<file path="config.mk">
export PLATFORM = sky130hd
export DESIGN_NAME = traffic_display_flat
export DESIGN_NICKNAME = d
export VERILOG_FILES = /design/src/rtl/traffic_pkg.sv /design/src/rtl/traffic_display_if.sv /design/src/rtl/bin2bcd_seq.sv /design/src/rtl/traffic_display.sv /design/src/flat_wrapper.sv
export SDC_FILE = /design/constraint.sdc
export NUM_CORES = 1
export LEC_CHECK = 0
export ABC_AREA = 1
export BUFFER_PORTS_ARGS = -buffer_cell sky130_fd_sc_hd__buf_4
export CORE_ASPECT_RATIO = 1.4
export CORE_MARGIN = 8
export CORE_UTILIZATION = 55
export DETAILED_ROUTE_END_ITERATION = 10
export GPL_TIMING_DRIVEN = 1
export PLACE_DENSITY = 0.76
export SLEW_MARGIN = 10
export SYNTH_ARGS = -nofsm -noshare
export SYNTH_HDL_FRONTEND = slang
export SYNTH_HIERARCHICAL = 1
export SYNTH_SLANG_ARGS = --single-unit
</file>
<file path="constraint.sdc">
create_clock -name clk -period 2.9 [get_ports clk]
set_clock_uncertainty 0.15 [all_clocks]
set_input_delay 0.87 -clock clk [delete_from_list [all_inputs] [get_ports clk]]
set_output_delay 0.87 -clock clk [all_outputs]
set_load 0.02 [all_outputs]
</file>
<file path="src/rtl/traffic_pkg.sv">
// Shared constants for the traffic countdown display: segment codes, digit codes,
// controller phase encodings and small decode helpers.
package traffic_pkg;

  localparam int unsigned SCAN_W = 20;

  // Segment codes {dp,g,f,e,d,c,b,a}, active-low, dp off
  localparam logic [7:0] SEG_0    = 8'hC0;
  localparam logic [7:0] SEG_1    = 8'hF9;
  localparam logic [7:0] SEG_2    = 8'hA4;
  localparam logic [7:0] SEG_3    = 8'hB0;
  localparam logic [7:0] SEG_4    = 8'h99;
  localparam logic [7:0] SEG_5    = 8'h92;
  localparam logic [7:0] SEG_6    = 8'h82;
  localparam logic [7:0] SEG_7    = 8'hF8;
  localparam logic [7:0] SEG_8    = 8'h80;
  localparam logic [7:0] SEG_9    = 8'h90;
  localparam logic [7:0] SEG_DASH = 8'hBF;
  localparam logic [7:0] SEG_OFF  = 8'hFF;

  localparam logic [3:0] DIGIT_OFF = 4'b1111;
  localparam logic [3:0] DIG_DASH  = 4'hA;

  typedef enum logic [2:0] {
    MGCR = 3'd0,
    MYCR = 3'd1,
    MRCG = 3'd2,
    MRCY = 3'd3,
    NOC  = 3'd4
  } phase_t;

  // Digit code (0..9 or dash) to segment pattern
  function automatic logic [7:0] seg_of(input logic [3:0] d);
    case (d)
      4'd0:    return SEG_0;
      4'd1:    return SEG_1;
      4'd2:    return SEG_2;
      4'd3:    return SEG_3;
      4'd4:    return SEG_4;
      4'd5:    return SEG_5;
      4'd6:    return SEG_6;
      4'd7:    return SEG_7;
      4'd8:    return SEG_8;
      4'd9:    return SEG_9;
      default: return SEG_DASH;
    endcase
  endfunction

  // Snapshot value plus its BCD to a {tens,units} digit pair; 0 and >=99 show dashes
  function automatic logic [7:0] digit_pair(input logic [7:0] v, input logic [11:0] bcd);
    if (v == 8'd0 || v >= 8'd99 || bcd[11:8] != 4'd0) return {DIG_DASH, DIG_DASH};
    return bcd[7:0];
  endfunction

endpackage

</file>
<file path="src/rtl/traffic_display_if.sv">
// Countdown/lamp inputs from the controller and display pins towards the board.
interface traffic_display_if;
  logic [7:0] count;
  logic [7:0] count_c;
  logic       mg;
  logic       cg;
  logic       my;
  logic       cy;
  logic [7:0] seg;
  logic [3:0] an;
  logic       busy;

  modport master (output count, count_c, mg, cg, my, cy, input seg, an, busy);
  modport slave  (input count, count_c, mg, cg, my, cy, output seg, an, busy);
endinterface

</file>
<file path="src/rtl/bin2bcd_seq.sv">
// Sequential 8-bit binary to 3-digit BCD converter (shift with add-3 correction).
// start loads bin; eight shift cycles later bcd is valid and done pulses for one cycle.
module bin2bcd_seq (
  input  logic        clk,
  input  logic        set,
  input  logic        start,
  input  logic [7:0]  bin,
  output logic [11:0] bcd,
  output logic        done
);

  logic [7:0]  sr;
  logic [11:0] acc;
  logic [2:0]  cnt;
  logic        run;
  logic [11:0] adj_c;
  logic [11:0] shl_c;

  // Add-3 on every nibble >= 5, then shift in the next binary bit
  always_comb begin
    adj_c = acc;
    for (int i = 0; i < 3; i++) begin
      if (acc[4*i +: 4] >= 4'd5) adj_c[4*i +: 4] = acc[4*i +: 4] + 4'd3;
    end
    shl_c = 12'({adj_c, sr[7]});
  end

  // Load, iterate eight times, publish result with a done pulse
  always_ff @(posedge clk or posedge set) begin
    if (set) begin
      sr   <= '0;
      acc  <= '0;
      cnt  <= '0;
      run  <= 1'b0;
      done <= 1'b0;
      bcd  <= '0;
    end else begin
      done <= 1'b0;
      if (start) begin
        sr  <= bin;
        acc <= '0;
        cnt <= '0;
        run <= 1'b1;
      end else if (run) begin
        acc <= shl_c;
        sr  <= {sr[6:0], 1'b0};
        cnt <= cnt + 3'd1;
        if (cnt == 3'd7) begin
          run  <= 1'b0;
          done <= 1'b1;
          bcd  <= shl_c;
        end
      end
    end
  end

endmodule

</file>
<file path="src/rtl/traffic_display.sv">
// Four-digit multiplexed countdown display for the traffic controller.
// Optional feature macro: YELLOW_BLINK_EN (blink a road's digit pair while its yellow is on).
module traffic_display
  import traffic_pkg::*;
#(
  parameter int unsigned SCAN_DIV  = 50000
`ifdef YELLOW_BLINK_EN
  , parameter int unsigned BLINK_DIV = 12
`endif
) (
  input  logic               clk,
  input  logic               set,
  traffic_display_if.slave   bus
);

  typedef enum logic [1:0] {ST_IDLE, ST_MAIN, ST_CTRY} state_t;

  state_t            st;
  logic [SCAN_W-1:0] scan_cnt;
  logic [1:0]        idx;
  logic [7:0]        snap_main;
  logic [7:0]        snap_ctry;
  logic [7:0]        pend_main;
  logic [3:0]        dig_mt, dig_mu, dig_ct, dig_cu;
  logic [11:0]       bcd;
  logic              done;
  logic              tick_c;
  logic              frame_start_c;
  logic              start_c;
  logic [7:0]        bin_c;
  logic [3:0]        dsel_c;
  logic [7:0]        seg_c;
  logic              blank_main_c;
  logic              blank_ctry_c;

  assign tick_c        = (scan_cnt == SCAN_W'(SCAN_DIV - 1));
  assign frame_start_c = tick_c && (idx == 2'd0);
  // Main value converts straight from the live input on the snapshot edge, country follows
  assign start_c       = frame_start_c || (st == ST_MAIN && done);
  assign bin_c         = frame_start_c ? bus.count : snap_ctry;

  bin2bcd_seq u_bcd (
    .clk   (clk),
    .set   (set),
    .start (start_c),
    .bin   (bin_c),
    .bcd   (bcd),
    .done  (done)
  );

`ifdef YELLOW_BLINK_EN
  localparam int unsigned BLINK_W = $clog2(BLINK_DIV + 1);

  logic [BLINK_W-1:0] blink_cnt;
  logic               blink_off;

  // Frame-rate blink phase; parked at "shown" while neither yellow is on
  always_ff @(posedge clk or posedge set) begin
    if (set) begin
      blink_cnt <= '0;
      blink_off <= 1'b0;
    end else if (!bus.my && !bus.cy) begin
      blink_cnt <= '0;
      blink_off <= 1'b0;
    end else if (frame_start_c) begin
      if (blink_cnt == BLINK_W'(BLINK_DIV - 1)) begin
        blink_cnt <= '0;
        blink_off <= ~blink_off;
      end else begin
        blink_cnt <= blink_cnt + BLINK_W'(1);
      end
    end
  end

  assign blank_main_c = bus.my && blink_off;
  assign blank_ctry_c = bus.cy && blink_off;
`else
  logic unused_yellow;
  assign unused_yellow = bus.my ^ bus.cy;
  assign blank_main_c  = 1'b0;
  assign blank_ctry_c  = 1'b0;
`endif

  // Segment pattern for the digit being enabled next, with live dp and blanking
  always_comb begin
    case (idx)
      2'd3:    dsel_c = dig_mt;
      2'd2:    dsel_c = dig_mu;
      2'd1:    dsel_c = dig_ct;
      default: dsel_c = dig_cu;
    endcase
    seg_c = seg_of(dsel_c);
    if ((idx == 2'd2 && bus.mg) || (idx == 2'd0 && bus.cg)) seg_c[7] = 1'b0;
    if (idx[1] ? blank_main_c : blank_ctry_c) seg_c = SEG_OFF;
  end

  // Scan divider, digit drive, snapshot and conversion sequencing
  always_ff @(posedge clk or posedge set) begin
    if (set) begin
      st        <= ST_IDLE;
      scan_cnt  <= '0;
      idx       <= 2'd3;
      snap_main <= '0;
      snap_ctry <= '0;
      pend_main <= {DIG_DASH, DIG_DASH};
      dig_mt    <= DIG_DASH;
      dig_mu    <= DIG_DASH;
      dig_ct    <= DIG_DASH;
      dig_cu    <= DIG_DASH;
      bus.an    <= DIGIT_OFF;
      bus.seg   <= SEG_OFF;
      bus.busy  <= 1'b0;
    end else begin
      scan_cnt <= tick_c ? '0 : scan_cnt + SCAN_W'(1);
      if (tick_c) begin
        idx     <= idx - 2'd1;
        bus.an  <= ~(4'b0001 << idx);
        bus.seg <= seg_c;
      end
      case (st)
        ST_IDLE: begin
          if (frame_start_c) begin
            snap_main <= bus.count;
            snap_ctry <= bus.count_c;
            bus.busy  <= 1'b1;
            st        <= ST_MAIN;
          end
        end
        ST_MAIN: begin
          if (done) begin
            pend_main <= digit_pair(snap_main, bcd);
            st        <= ST_CTRY;
          end
        end
        ST_CTRY: begin
          if (done) begin
            {dig_mt, dig_mu} <= pend_main;
            {dig_ct, dig_cu} <= digit_pair(snap_ctry, bcd);
            bus.busy         <= 1'b0;
            st               <= ST_IDLE;
          end
        end
        default: st <= ST_IDLE;
      endcase
    end
  end

endmodule

</file>
<file path="src/flat_wrapper.sv">
// flat-port wrapper written by rule: the top's interface ports become plain ports
module traffic_display_flat import traffic_pkg::*;
#(
  parameter int unsigned SCAN_DIV  = 50000

)
  (clk, set, bus_count, bus_count_c, bus_mg, bus_cg, bus_my, bus_cy, bus_seg, bus_an, bus_busy);
  traffic_display_if bus_i ();
  input  logic clk;
  input  logic set;
  input wire logic [$bits(bus_i.count)-1:0] bus_count;
  input wire logic [$bits(bus_i.count_c)-1:0] bus_count_c;
  input wire logic [$bits(bus_i.mg)-1:0] bus_mg;
  input wire logic [$bits(bus_i.cg)-1:0] bus_cg;
  input wire logic [$bits(bus_i.my)-1:0] bus_my;
  input wire logic [$bits(bus_i.cy)-1:0] bus_cy;
  output wire logic [$bits(bus_i.seg)-1:0] bus_seg;
  output wire logic [$bits(bus_i.an)-1:0] bus_an;
  output wire logic [$bits(bus_i.busy)-1:0] bus_busy;
  assign bus_i.count = bus_count;
  assign bus_i.count_c = bus_count_c;
  assign bus_i.mg = bus_mg;
  assign bus_i.cg = bus_cg;
  assign bus_i.my = bus_my;
  assign bus_i.cy = bus_cy;
  assign bus_seg = bus_i.seg;
  assign bus_an = bus_i.an;
  assign bus_busy = bus_i.busy;
  traffic_display #(.SCAN_DIV(SCAN_DIV)) u_core (.clk(clk), .set(set), .bus(bus_i));
endmodule
</file>
# Word-level counts from Yosys, hierarchy flattened
# Memories as Yosys holds them, arrays and structs flattened. A register that Yosys moved wholly into a read port is not among the register bits.
# Cells that the tools add are included.
# Widths: inputs -> output; s select.
# totals
n_memories,1
output_inout_bits,13
mem_bits_rw,0
ff_bits,114
rom_bits,112
latchBits,0
# mem_list
name,depth,word_bits,rd,rd_ports_with_merged_regs,wr,line_no,text
(no name shown),16,7,1,1,0,traffic_pkg.sv:34,case (d)
# op_classes
n_mul,0
n_eq_ne,10
n_addsub,6
shifts,1
reduce_logical,23
n_div,0
mux,36
bitwise,2
magnitude_cmp,5
# ops
cell,count
$mux 8,7
$mux 12,2
$add 20x1->20 const B,1
$eq 20x16->1 const B,1
$mux 20,1
$ge 8x7->1 const B,2
$logic_not 8->1,2
$mux 1,15
$ge 4x3->1 const B,3
$pmux 4 s3,1
$mux 3,3
$reduce_and 3->1,3
$add 4x2->4 const B,2
$mux 4,2
$eq 2x2->1 const B,3
$logic_or 1x1->1,6
$mux 2,3
$pmux 2 s3,1
$reduce_and 2->1,3
$eq 2x1->1 const B,2
$logic_and 1x1->1,4
$logic_not 2->1,2
$ne 2x2->1 const B,2
$not 4->4,1
10 further kinds,11

# Depth between registers and ports, before layout
# depth
depth_word,7
mapped_depth,16

# Hierarchy
# Netlist, hierarchy kept.
# modules_own_cells
module,area_per_inst_um2,cells_each,seq_area_each_um2,instances
traffic_display,4005.1,508,1959.4,1
bin2bcd_seq,1830.5,204,925.9,1

# Worst setup path before layout
# OpenSTA, ideal clock, no wires.
# synth_timing
path_kind,flip-flop to flip-flop
from,register u_core.scan_cnt[0]
to,register u_core.u_bcd.cnt[1]
n_path_buf,3
setup_slack_ps,708
arrival_time_ps,1921
synth_period_minus_slack_ps,2192
path_stages_with_launch,15
path_cell_list,dfrtp_1 ha_1 nand2_1 nor2_4 nand3_4 nor2_4 buf_6 inv_2 buf_6 nand2_1 buf_6 inv_4 nand2_4 inv_2 a22o_1
# synth_via
elab_chain_cells,4
# synth_rtl
element,line_no,text
"start, declared",traffic_display.sv:19,logic [SCAN_W-1:0] scan_cnt;
"start signal, assigned",traffic_display.sv:114,scan_cnt <= tick_c ? '0 : scan_cnt + SCAN_W'(1);
$eq 20x16->1 *,traffic_display.sv:36,assign tick_c = (scan_cnt == SCAN_W'(SCAN_DIV - 1));
$logic_and 1x1->1 *,traffic_display.sv:37,assign frame_start_c = tick_c && (idx == 2'd0);
$logic_or 1x1->1 *,traffic_display.sv:39,assign start_c = frame_start_c || (st == ST_MAIN && done);
via u_core.start_c,traffic_display.sv:29,logic start_c;
$mux 3 or $reduce_bool 2->1 (tied branches),n/a,
"end signal, assigned",bin2bcd_seq.sv:47,cnt <= cnt + 3'd1;
"end, declared",bin2bcd_seq.sv:14,logic [2:0] cnt;
# The timed path passes the listed nets; every way through them passes the cells marked *.
# A chain may end at the register's enable or synchronous reset.

# Worst setup path in the final report
# layout_timing
from,register u_core.idx[0]
to,register u_core.u_bcd.bcd[5]
# layout_via
elab_chain_cells,5
# layout_rtl
element,line_no,text
"start, declared",traffic_display.sv:20,logic [1:0] idx;
"start signal, assigned",traffic_display.sv:116,idx <= idx - 2'd1;
$logic_not 2->1,traffic_display.sv:37,
$logic_and 1x1->1,traffic_display.sv:37,
$logic_or 1x1->1,traffic_display.sv:39,
via u_core.start_c,traffic_display.sv:29,
$not 1->1 (no line),n/a,
$reduce_and 3->1 (no line),n/a,
"end signal, assigned",bin2bcd_seq.sv:51,bcd <= shl_c;
"end, declared",bin2bcd_seq.sv:8,"output logic [11:0] bcd,"
# The timed path passes the listed nets, and every way through them passes these cells.

==> flow_metrics.py <==
metrics = {
    "sta": {
        "grt_setup_unrepaired": "no",
        "fmax_mhz": 387,
        "period_share": 0.890,
        "postLayoutSetupSlackWorst_ps": 318,
        "relSlewSlack": 0.625,
        "min_period_ps": 2580,
        "final_hold_viol_count": 0,
        "setup_tns_ps": 0,
        "worstMarginPinSlew_ps": 563,
        "setup_viol_count_final": 0,
        "fin_hold_ws_ps": 316,
        "slew_violations": 0,
    },
    "detailed_routing": {
        "wl_per_cell_um": 14.5,
        "firstDrtPassIters": 5,
        "top_layer": "met4",
        "m1WireLength_mm": 5.18,
        "wl_met2_mm": 6.99,
        "final_antenna_net_count": 0,
        "drt_first_iter_violations": 269,
        "vias": 4843,
        "wl_mm": 13.2,
        "drc": 0,
        "post_drt_via_cell_ratio": 5.35,
        "wl_met3_um": 645,
    },
    "job": {
        "max_cap_viol_count": 0,
    },
    "pwr": {
        "p_leak_nw": 3.52,
        "power_mw": 3.71,
        "p_per_area_mw_per_mm2": 546,
        "irDropWorstVdd_mv": 0.495,
    },
    "finish": {
        "drive_gt1_frac": 0.190,
        "diodes": 0,
        "nNetsFinal": 794,
        "fin_cells": 906,
        "post-route-util": 0.657,
        "synthToLayoutAreaGrowth_pct": 16.6,
        "final_area_sq_mm": 0.00680,
    },
    "logic_synthesis": {
        "synth_cell_type_count": 37,
        "yosysWarningCount": 13,
        "synth.largest_area_cell": "dfrtp_1",
        "syn_area_per_cell_sq_um": 8.20,
        "synthArstFlopShare": 1.00,
        "synth_top_area_frac": 0.377,
        "ys_top_cells_by_count": "nand2_1 (231), dfrtp_1 (88), inv_1 (73)",
        "synth-edff-count": 0,
        "synth_most_common_cell": "nand2_1",
        "ys_ff_latch": 114,
        "postSynthCellCount": 712,
        "synth.net_count": 751,
        "ys_seq_area_frac": 0.494,
        "synth_flop_cell": "dfrtp_1",
        "netlist_area_sq_mm": 0.00584,
        "synth_area_leaders": "dfrtp_1 (38%), nand2_1 (15%), dfstp_2 (12%), nand3_1 (5.8%), inv_1 (4.7%)",
    },
    "die": {
        "fp-row-count": 44,
        "die_w_um": 103,
        "num_io_pins": 35,
        "dieArea_sq_mm": 0.0142,
        "core_area_sq_mm": 0.0103,
        "start_util": 0.564,
        "dieHeight_um": 138,
    },
    "clock_tree": {
        "numCtsBuffers": 17,
        "numClockSinks": 114,
        "tritoncts": "done",
        "htreeDepth": 4,
        "ctsResizeCount": 0,
        "cts.hold.buffers_added": 0,
        "clk-insertion-delay-late_ps": 410,
        "root_buffer": "clkbuf_16",
        "path_clk_slew_ps": 60,
        "post_cts_buffers": 0,
        "clockBufferDepth": 2,
    },
    "setup_path": {
        "rr_endpoint": "u_core/u_bcd/bcd[5]$_DFFE_PP0P_",
        "crit_arrival_ps": 2780,
        "reg2reg_slack_ps": 320,
        "reg2regPathDepth": 11,
        "start_kind": "flop",
        "crit_fanout": 17,
        "path_class": "flop to flop",
        "worstPathRequired_ps": 3090,
        "critPathCaptureType": "flop",
        "regToRegStartpoint": "u_core/idx[0]$_DFFE_PP1N_",
    },
    "placement": {
        "place_area_sq_mm": 0.00621,
        "dp_slack_ps": 369,
        "dp.final_hpwl_mm": 9.42,
        "dp_cells": 874,
        "gp_congestion": 0.903,
        "portBuffers": 32,
    },
    "hold_path": {
        "hold_path_depth": 2,
        "min_path_type": "flop to flop",
        "worstHoldStart": "u_core/bus.seg[6]$_DFFE_PP1N_",
        "worstHoldEndpoint": "u_core/bus.seg[6]$_DFFE_PP1N_",
    },
    "outcome": {
        "status": "finished, final reports clean",
    },
    "global_routing": {
        "grtUsageTotal": 0.204,
        "grt_pass1_wl_mm": 22.3,
        "grt_max_degree": 57,
        "grt_pass1_vias": 4767,
        "grt-ovfl-total": 0,
        "antenna_found_initial": 0,
    },
}
==> power breakdown <==
group          internal (mW)  switching (mW)
Clock                   1.30           0.763
Sequential              1.59               0
Combinational         0.0208          0.0392
==> placed cells by master (no fill, tap or decap), drive strengths merged, types with 2 or more instances in the layout <==
cell      synthesis  final
dfrtp            88     88
or2               9      9
o21ai            44     44
o22ai            13     13
xor2             10     10
a22o              2      2
buf              12     41
clkbuf            5     18
nand4            12     12
clkinvlp          0      5
clkinv            0      5
nand2           233    233
bufinv            0      2
nor2             52     52
inv              86     88
dfstp            26     26
a21oi            14     14
nand3            70     70
ha               17     17
nor3             12     12
==> cell families (layout without fill, tap and decap cells) <==
family	count (synthesis)	after routing	synth area share
xor gates and xnor gates	11	11	0.0165
adders and majority gates	17	17	0.0364
AOI/OAI and AO/OA	76	76	0.0808
and+or+nand+nor	391	391	0.294
DFF	114	114	0.494
buffers and inverters	103	159	0.0783
==> final cells by class <==
| type | instances | area [sq um] |
|---|---|---|
| Clock buffer | 18 | 439 |
| Clock inverter | 14 | 156 |
| Fill cell | 870 | 3550 |
| Inverter | 86 | 334 |
| Multi-Input combinational cell | 495 | 2490 |
| Sequential cell | 114 | 2890 |
| Tap cell | 138 | 173 |
| Timing Repair Buffer | 41 | 320 |
==> worst max path at each step <==
stage                                      start                              end  slack, ps  cells past startpoint
global placement    u_core/scan_cnt[0]$_DFF_PP0_  u_core/u_bcd/bcd[5]$_DFFE_PP0P_        430                     12
CTS                    u_core/idx[0]$_DFFE_PP1N_  u_core/u_bcd/bcd[5]$_DFFE_PP0P_        330                     11
finish                 u_core/idx[0]$_DFFE_PP1N_  u_core/u_bcd/bcd[5]$_DFFE_PP0P_        320                     11
detailed placement     u_core/idx[0]$_DFFE_PP1N_  u_core/u_bcd/bcd[5]$_DFFE_PP0P_        370                     11
global route           u_core/idx[0]$_DFFE_PP1N_  u_core/u_bcd/bcd[5]$_DFFE_PP0P_         80                     11
floorplan           u_core/scan_cnt[0]$_DFF_PP0_  u_core/u_bcd/cnt[1]$_DFFE_PP0P_        710                     14
==> flip-flops by register name (all words and copies together) (netlist names), 8 cells and up <==
signal / count
u_core/bus.seg: 8
u_core/pend_main: 8
u_core/scan_cnt: 20
u_core/snap_ctry: 8
u_core/snap_main: 8
u_core/u_bcd/acc: 12
u_core/u_bcd/bcd: 12
u_core/u_bcd/sr: 8
==> metal layers <==
layer,track usage,vias to the layer above
met4,0.0952,0
met3,0.0503,36
li1,-,2378
met1,0.223,2287
met2,0.359,142
met5,0,-
==> worst max-delay path, cell delays in order, from the launching register on <==
cell and delay [ps]:
dfstp_2 550, inv_1 100, ha_1 240, inv_1 110, nor2_4 60, inv_2 170
nand2_1 290, inv_4 250, nand3_4 220, inv_4 190, nand3_1 110, nand2_1 70
Power figures use the tool's default switching activity.
